===== src/rtl/qnigma_mdio_arb.sv =====
// Round-robin arbiter sharing one MDIO serial engine among N_REQ requesters.
// Latches the winner's command, issues one send, returns data/ack/err.
module qnigma_mdio_arb #(
  parameter int N_REQ       = 2,
  parameter int TIMEOUT_CYC = 0
) (
  input  logic                 clk,
  input  logic                 rstn,
  input  logic [N_REQ-1:0]     req,
  input  logic [N_REQ-1:0]     req_r_nw,
  input  logic [N_REQ*5-1:0]   req_phyad,
  input  logic [N_REQ*5-1:0]   req_regad,
  input  logic [N_REQ*16-1:0]  req_wdat,
  output logic [N_REQ-1:0]     gnt,
  output logic [N_REQ-1:0]     ack,
  output logic                 err,
  output logic [15:0]          rdat,
  output logic                 eng_r_nw,
  output logic [4:0]           eng_phyad,
  output logic [4:0]           eng_regad,
  output logic [15:0]          eng_wdat,
  output logic                 eng_send,
  input  logic                 eng_ready,
  input  logic                 eng_done,
  input  logic                 eng_val,
  input  logic [15:0]          eng_dat,
  input  logic [4:0]           eng_adr,
  output logic                 busy
);

  localparam int IW = (N_REQ > 1) ? $clog2(N_REQ) : 1;
  localparam int CW = (TIMEOUT_CYC > 0) ? $clog2(TIMEOUT_CYC + 1) : 1;

  typedef enum logic [1:0] {
    S_IDLE,
    S_ISSUE,
    S_WAIT,
    S_RESP
  } state_t;

  state_t           r_st;
  state_t           w_nx;
  logic [IW-1:0]    r_last;
  logic [IW-1:0]    w_win;
  logic             w_hi;
  logic             w_any;
  logic             w_rnw;
  logic [4:0]       w_phy;
  logic [4:0]       w_reg;
  logic [15:0]      w_wd;
  logic [N_REQ-1:0] r_gnt;
  logic             r_rnw;
  logic [4:0]       r_phy;
  logic [4:0]       r_reg;
  logic [15:0]      r_wd;
  logic [CW-1:0]    r_cnt;
  logic             r_to;
  logic             r_cap;
  logic [15:0]      r_cdat;
  logic [15:0]      r_rdat;
  logic             w_tmo;

  // Lowest set bit above r_last wins, else lowest set bit overall.
  always_comb begin
    w_win = r_last;
    w_hi  = 1'b0;
    w_any = |req;
    for (int i = N_REQ - 1; i >= 0; i--) begin
      if (req[i] && (IW'(i) > r_last)) begin
        w_win = IW'(i);
        w_hi  = 1'b1;
      end
    end
    if (!w_hi) begin
      for (int i = N_REQ - 1; i >= 0; i--) begin
        if (req[i]) w_win = IW'(i);
      end
    end
  end

  always_comb begin
    w_rnw = 1'b0;
    w_phy = '0;
    w_reg = '0;
    w_wd  = '0;
    for (int i = 0; i < N_REQ; i++) begin
      if (w_win == IW'(i)) begin
        w_rnw = req_r_nw[i];
        w_phy = req_phyad[5*i +: 5];
        w_reg = req_regad[5*i +: 5];
        w_wd  = req_wdat[16*i +: 16];
      end
    end
  end

  // r_cnt counts cycles since the send pulse.
  assign w_tmo = (TIMEOUT_CYC > 0) &&
                 (r_cnt == CW'(TIMEOUT_CYC - 1));

  always_ff @(posedge clk) begin
    if (!rstn) r_st <= S_IDLE;
    else       r_st <= w_nx;
  end

  always_comb begin
    w_nx = r_st;
    unique case (r_st)
      S_IDLE:  if (w_any && eng_ready) w_nx = S_ISSUE;
      S_ISSUE: w_nx = S_WAIT;
      S_WAIT:  if (eng_done || w_tmo) w_nx = S_RESP;
      S_RESP:  w_nx = S_IDLE;
      default: w_nx = S_IDLE;
    endcase
  end

  always_ff @(posedge clk) begin
    if (!rstn) begin
      r_last <= IW'(N_REQ - 1);
      r_gnt  <= '0;
      r_rnw  <= 1'b0;
      r_phy  <= '0;
      r_reg  <= '0;
      r_wd   <= '0;
      r_cnt  <= '0;
      r_to   <= 1'b0;
      r_cap  <= 1'b0;
      r_cdat <= '0;
      r_rdat <= '0;
    end else begin
      unique case (r_st)
        S_IDLE: begin
          r_cnt <= '0;
          if (w_nx == S_ISSUE) begin
            r_gnt  <= {{(N_REQ-1){1'b0}}, 1'b1} << w_win;
            r_last <= w_win;
            r_rnw  <= w_rnw;
            r_phy  <= w_phy;
            r_reg  <= w_reg;
            r_wd   <= w_wd;
            r_cap  <= 1'b0;
            r_to   <= 1'b0;
          end
        end
        S_ISSUE: begin
          if (r_cnt != '1) r_cnt <= r_cnt + CW'(1);
        end
        S_WAIT: begin
          if (r_cnt != '1) r_cnt <= r_cnt + CW'(1);
          if (eng_val && (eng_adr == r_reg)) begin
            r_cdat <= eng_dat;
            r_cap  <= 1'b1;
          end
          if (!eng_done && w_tmo) r_to <= 1'b1;
        end
        S_RESP: begin
          r_gnt <= '0;
          if (r_rnw && r_cap) r_rdat <= r_cdat;
        end
        default: ;
      endcase
    end
  end

  assign gnt       = r_gnt;
  assign ack       = r_gnt & {N_REQ{r_st == S_RESP}};
  assign err       = (r_st == S_RESP) && (r_to || (r_rnw && !r_cap));
  assign rdat      = ((r_st == S_RESP) && r_rnw && r_cap) ? r_cdat : r_rdat;
  assign eng_r_nw  = r_rnw;
  assign eng_phyad = r_phy;
  assign eng_regad = r_reg;
  assign eng_wdat  = r_wd;
  assign eng_send  = (r_st == S_ISSUE);
  assign busy      = (r_st != S_IDLE);

endmodule


===== config.mk =====
export PLATFORM = sky130hd
export DESIGN_NAME = qnigma_mdio_arb
export DESIGN_NICKNAME = d
export VERILOG_FILES = /design/src/rtl/qnigma_mdio_arb.sv
export SDC_FILE = /design/constraint.sdc
export NUM_CORES = 1
export LEC_CHECK = 0
export ABC_AREA = 0
export BUFFER_PORTS_ARGS = -buffer_cell sky130_fd_sc_hd__clkbuf_2
export CORE_UTILIZATION = 51
export DETAILED_ROUTE_END_ITERATION = 10
export GPL_TIMING_DRIVEN = 0
export PLACE_DENSITY = 0.86
export SLEW_MARGIN = 10
export SYNTH_ARGS = -nofsm -noshare
export SYNTH_HDL_FRONTEND = slang
export SYNTH_SLANG_ARGS = --single-unit

===== constraint.sdc =====
create_clock -name clk -period 3.6 [get_ports clk]
set_input_delay 0.72 -clock clk [delete_from_list [all_inputs] [get_ports clk]]
set_output_delay 0.72 -clock clk [all_outputs]
set_load 0.01 [all_outputs]

---- Word level (Yosys, flattened, before mapping) ----
Index checks and enable logic that the tools add are counted.
storage, ports and cells
  register bits after elaboration ......... 65
  bits of input ports ..................... 82
operators by class
  $lt $le $gt $ge ......................... 2
  equal/unequal tests ..................... 7
  shift-type cells ........................ 1
  mux-type cells .......................... 20
  bitwise gates (word level) .............. 1
  reductions and logical operators ........ 20
operators with widths
  cell                   number
  $mux W16               2
  $mux W1                10
  $mux W5                2
  $logic_and A1 B1 Y1    9
  $pmux W2 S4            1
  $reduce_and A2 Y1      4
  $mux W2                3
  $reduce_bool A2 Y1     3
  $eq A5 B5 Y1           1
  $eq A2 B1 Y1 const B   2
  $eq A2 B2 Y1 const B   2
  $ne A2 B2 Y1 const B   2
  $pmux W2 S2            1
  $reduce_and A3 Y1      1
  $and A2 B2 Y2          1
  $gt A1 B1 Y1 const A   2
  $logic_not A2 Y1       1
  $pmux W1 S2            1
  $reduce_or A2 Y1       1
  $shl A1 B1 Y2 const A  1
  $logic_not A1 Y1       1

---- Longest topological paths before layout ----
  depth after elaboration ................. 10
  gate-level depth with buffers ........... 8

---- Worst setup path before layout ----
No wires, ideal clock.
  path kind ............................... register to output
  start point ............................. register r_st[0]
  end point ............................... output rdat[10]
  arrival time ............................ 1,327 ps
  required time ........................... 2,880 ps
  setup slack ............................. 1,553 ps
  cell stages (with the launch flop) ...... 5
  buffers on the path ..................... 1
  cells stage by stage .................... dfxtp_1 > ha_1 > nand3_2 > buf_2 > mux2_2
between the ends
  word-level cells in the longest chain between the ends .. 4
RTL lines
  what                               RTL line  text
  start, declared                    41        state_t r_st;
  start signal, assigned             102       else r_st <= w_nx;
  $eq A2 B2 Y1                       167       assign rdat = ((r_st == S_RESP) && r_rnw && r_cap) ? r_cdat : r_rdat;
  $logic_and A1 B1 Y1 (2 in series)  167
  $mux W16                           167
  end, declared                      17        output logic [15:0] rdat,
No other way between the ends.

---- Worst setup path after layout ----
  start point ............................. register r_st[0]
  end point ............................... output rdat[6]
Same word-level chain as after synthesis.

==> impl_summary.log <==
[metrics] outcome: finished clean
[metrics] number of clock sinks: 65
[metrics] CTS clock-pin slew for the worst setup and hold paths: 70 ps
[metrics] number of buffers on the longest clock path: 2
[metrics] required time at the worst-slack endpoint: 2880 ps
[metrics] Filler Cells Inserted: 480
[metrics] count of standard-cell rows: 27
[metrics] Die Y-Extent: 78.04 um
[metrics] Storage cell area: 1301 um2
[metrics] grt ovf: 0
[metrics] area leader, netlist: sky130_fd_sc_hd__dfxtp_1
[metrics] Sum Neg Setup Slack: 0 ps
[metrics] total number of vias: 2,787
[metrics] Die Wd: 78.04 um
[metrics] Post-CTS Setup Inserts: 0
[metrics] synthesized cell area: 2949 um2
[metrics] WL per Instance: 14.57 um
[metrics] flip-flop cell with the highest count after synthesis: sky130_fd_sc_hd__dfxtp_1
[metrics] number of different library cells in the post-synthesis netlist: 34
[metrics] multi-input logic area: 1499 um2
[metrics] maximum fanout encountered on the critical timing path: 10
[metrics] number of enable flip-flop cells after synthesis: 0
[metrics] top cells by count, synth: sky130_fd_sc_hd__dfxtp_1, sky130_fd_sc_hd__a21oi_1, sky130_fd_sc_hd__mux2i_1
[metrics] most area-consuming cells after synthesis: sky130_fd_sc_hd__dfxtp_1, sky130_fd_sc_hd__mux2i_1, sky130_fd_sc_hd__a21oi_1, sky130_fd_sc_hd__mux2_2, sky130_fd_sc_hd__a211oi_1
[metrics] Diodes inserted: 0
[metrics] portion of total power attributed to combinational logic: 44.4%
[metrics] count of yosys warnings during synthesis: 0
[metrics] final critical-path setup slack: 884.6 ps
[metrics] Hold Violations, Final: 0
[metrics] Slowest-stage cell, CP: sky130_fd_sc_hd__mux2_2
[metrics] unrepaired setup endpoints after global routing: no
[metrics] number of global-route vias before repair: 2,700
[metrics] P_sw: 1.112 mW
[metrics] Routability Congestion: 0.7689
[metrics] input/output buffers: 131
[metrics] GRT Overall Usage: 25.44%
[metrics] die area: 6090 um2
[metrics] cts repair resizes: 0
[metrics] Final setup violation count: 0
[metrics] switching share of power: 38.69%
[metrics] fin. max-slew vios: 0
[metrics] final wirelength: 7534 um
[metrics] async set-reset flop share out of synthesis: 0%
[metrics] global-route wire length before repair: 12,100 um
[metrics] Final Critical Period: 2715 ps
[metrics] share of synthesized area occupied by flip-flops and latches: 44.12%
[metrics] count of hold buffers inserted by post-cts repair: 0
[metrics] slowest stage delay, CP: 390 ps
[metrics] register bit total from synthesis: 65
[metrics] worst max-slew margin expressed relative to the limit: 61.07%
[metrics] synthesized area divided by synthesized cell count: 9.863 um2
[metrics] number of antenna violations at the first check in global routing: 0
[metrics] number of max-cap violations: 0
[metrics] Power Internal: 1.763 mW
[metrics] fraction of power consumed by the clock network: 21.4%
[metrics] area share of the leading cell type in the synthesized netlist: 44.12%
[metrics] number of remaining DRC errors: 0
[metrics] Post-Route Hold Slack: 480.5 ps
[metrics] total leakage power: 1.800 nW
[metrics] worst-path cell chain: ha_1 -> nand3_2 -> buf_2 -> mux2_2 -> clkbuf_2
[metrics] relative contribution of sequential cells to total power: 34.2%
[metrics] most used standard cell by instance count after synthesis: sky130_fd_sc_hd__dfxtp_1
[metrics] Antenna Violating Nets Remaining: 0
[metrics] Max H-tree Level: 3
[metrics] initial core utilization: 53.23%
[metrics] PD cells: 739.0 nW/um2
[metrics] core area: 5540 um2
[metrics] number of cells produced by synthesis: 299
[metrics] buffer cell driving the clock tree root: sky130_fd_sc_hd__clkbuf_8
[metrics] number of buffer and inverter instances along the worst setup path: 2
[metrics] Fin Clk Skew: 8.593 ps
[metrics] nets: 528
[metrics] Worst-Skew Late Latency: 340 ps
[metrics] worst-case setup slack after placement: 1231 ps
[metrics] estimated wirelength of the detail-placed design: 5602 um
[metrics] share of the clock period used by the worst path after layout: 75.43%
[metrics] total clock buffers created by CTS: 9
[metrics] Largest delay share family, worst path: buffers and inverters
[metrics] pin count of the biggest net entering global routing: 11
[metrics] kind of end point of the critical path: output pin
[metrics] achievable frequency: 368.3 MHz
[metrics] HP Class: flop to flop
[metrics] Via density: 5.391
[metrics] area growth from synthesis to layout: 31.90%
[metrics] kind of start point of the critical path: flop
[metrics] clock tree from TritonCTS: done
[metrics] number of optimization iterations in the first detailed-route pass: 4
[metrics] transition time at the pin with the least slew margin: 583.9 ps
[metrics] category of the most critical setup path: flop to output pin
[metrics] post-synthesis net count: 386
[metrics] number of top-level design ports: 132
[metrics] arrival time at the worst endpoint: 2000 ps
[metrics] Max rail drop VDD: 0.6178 mV
[metrics] share of layout cells above drive strength 1: 42.25%
[metrics] DR iter-0 viols: 95
-- layout make-up --
class | instances | share of cell area (%)
buffer | 25 | 3.345
clock buffer | 12 | 3.988
clock inverter | 3 | 1.029
inverter | 5 | 0.4825
multi-input combinational | 204 | 38.53
sequential | 65 | 33.45
tap | 72 | 2.316
timing repair buffer | 131 | 16.85
-- worst paths after layout --
| path | from | to | slack (ps) | cells after the start |
|---|---|---|---|---|
| hold / removal | r_cdat[10]$_SDFFE_PN0P_ | r_cdat[10]$_SDFFE_PN0P_ | 480 | 2 |
| setup reg to reg | r_st[0]$_SDFF_PN0_ | eng_regad[2]$_SDFFE_PN0P_ | 1580 | 7 |
| hold reg to reg | r_cdat[10]$_SDFFE_PN0P_ | r_cdat[10]$_SDFFE_PN0P_ | 480 | 2 |
| setup / recovery | r_st[0]$_SDFF_PN0_ | rdat[6] | 880 | 5 |
-- state kept, by name (all words and copies together) (netlist names) --
name       flops
eng_wdat      16
r_cdat        16
r_rdat        16
eng_phyad      5
eng_regad      5
gnt            2
r_st           2
eng_r_nw       1
r_cap          1
r_last         1
-- worst min-delay path: stages (launching register included) --
cell and delay [ps]:
sky130_fd_sc_hd__dfxtp_1 310, sky130_fd_sc_hd__o21ai_0 60, sky130_fd_sc_hd__a21oi_1 60
-- per-layer routing --
| metal | GRT usage [%] | routed length [um] | vias up | part of all wire (%) |
|---|---|---|---|---|
| met5 | 0 | 0 | - | 0 |
| met4 | 11.67 | 150 | 0 | 2.0 |
| met3 | 5.349 | 447 | 15 | 5.9 |
| met2 | 45.35 | 3738 | 109 | 50 |
| met1 | 28.97 | 3197 | 1285 | 42 |
| li1 | - | - | 1378 | - |
-- per-stage QoR --
step	area [um2]	utilization [%]	std cells	total power, mW
after floorplan	2949	-	299	1.878
after global placement	3695	66.69	502	2.221
after detailed placement	3695	66.69	502	2.262
after CTS	3890	70.21	517	2.884
after global routing	3890	70.21	517	3.059
final	3890	70.21	517	2.875
-- power by group through the flow --
stage	clock, mW	sequential (mW)	combinational (mW)
detailed placement	0	0.996	1.27
global route	0.649	1.00	1.41
floorplan	0	1.05	0.833
global placement	0	0.994	1.23
finish	0.615	0.984	1.28
CTS	0.623	0.984	1.28
-- cells by family after synthesis --
logic type                 Yosys count  synth area share, %
and+or+nand+nor                     53                10.22
buffers and inverters               30                5.048
muxes                               43                15.27
DFF                                 65                44.12
AOI/OAI and AO/OA                   98                21.72
xor gates and xnor gates             5                1.485
adders and majority gates            5                2.121
-- cell usage in the layout, fill, tap and decap left out, types with 2 or more instances in the layout --
cell type	instances
sky130_fd_sc_hd__clkbuf_2	132
sky130_fd_sc_hd__o21ai_1	2
sky130_fd_sc_hd__xnor2_1	5
sky130_fd_sc_hd__nor2_1	3
sky130_fd_sc_hd__nand2b_1	2
sky130_fd_sc_hd__o21ai_0	17
sky130_fd_sc_hd__mux2_2	16
sky130_fd_sc_hd__a211oi_2	10
sky130_fd_sc_hd__ha_1	5
sky130_fd_sc_hd__inv_1	4
sky130_fd_sc_hd__mux2i_1	27
sky130_fd_sc_hd__buf_6	2
sky130_fd_sc_hd__buf_4	3
sky130_fd_sc_hd__dfxtp_1	65
sky130_fd_sc_hd__nand2_1	4
sky130_fd_sc_hd__clkbuf_1	13
sky130_fd_sc_hd__clkbuf_8	11
sky130_fd_sc_hd__nand3_1	19
sky130_fd_sc_hd__clkinv_2	2
sky130_fd_sc_hd__buf_2	7
sky130_fd_sc_hd__and2_1	19
sky130_fd_sc_hd__a211oi_1	18
sky130_fd_sc_hd__a21oi_1	45
(Power assumes the default switching activity.)
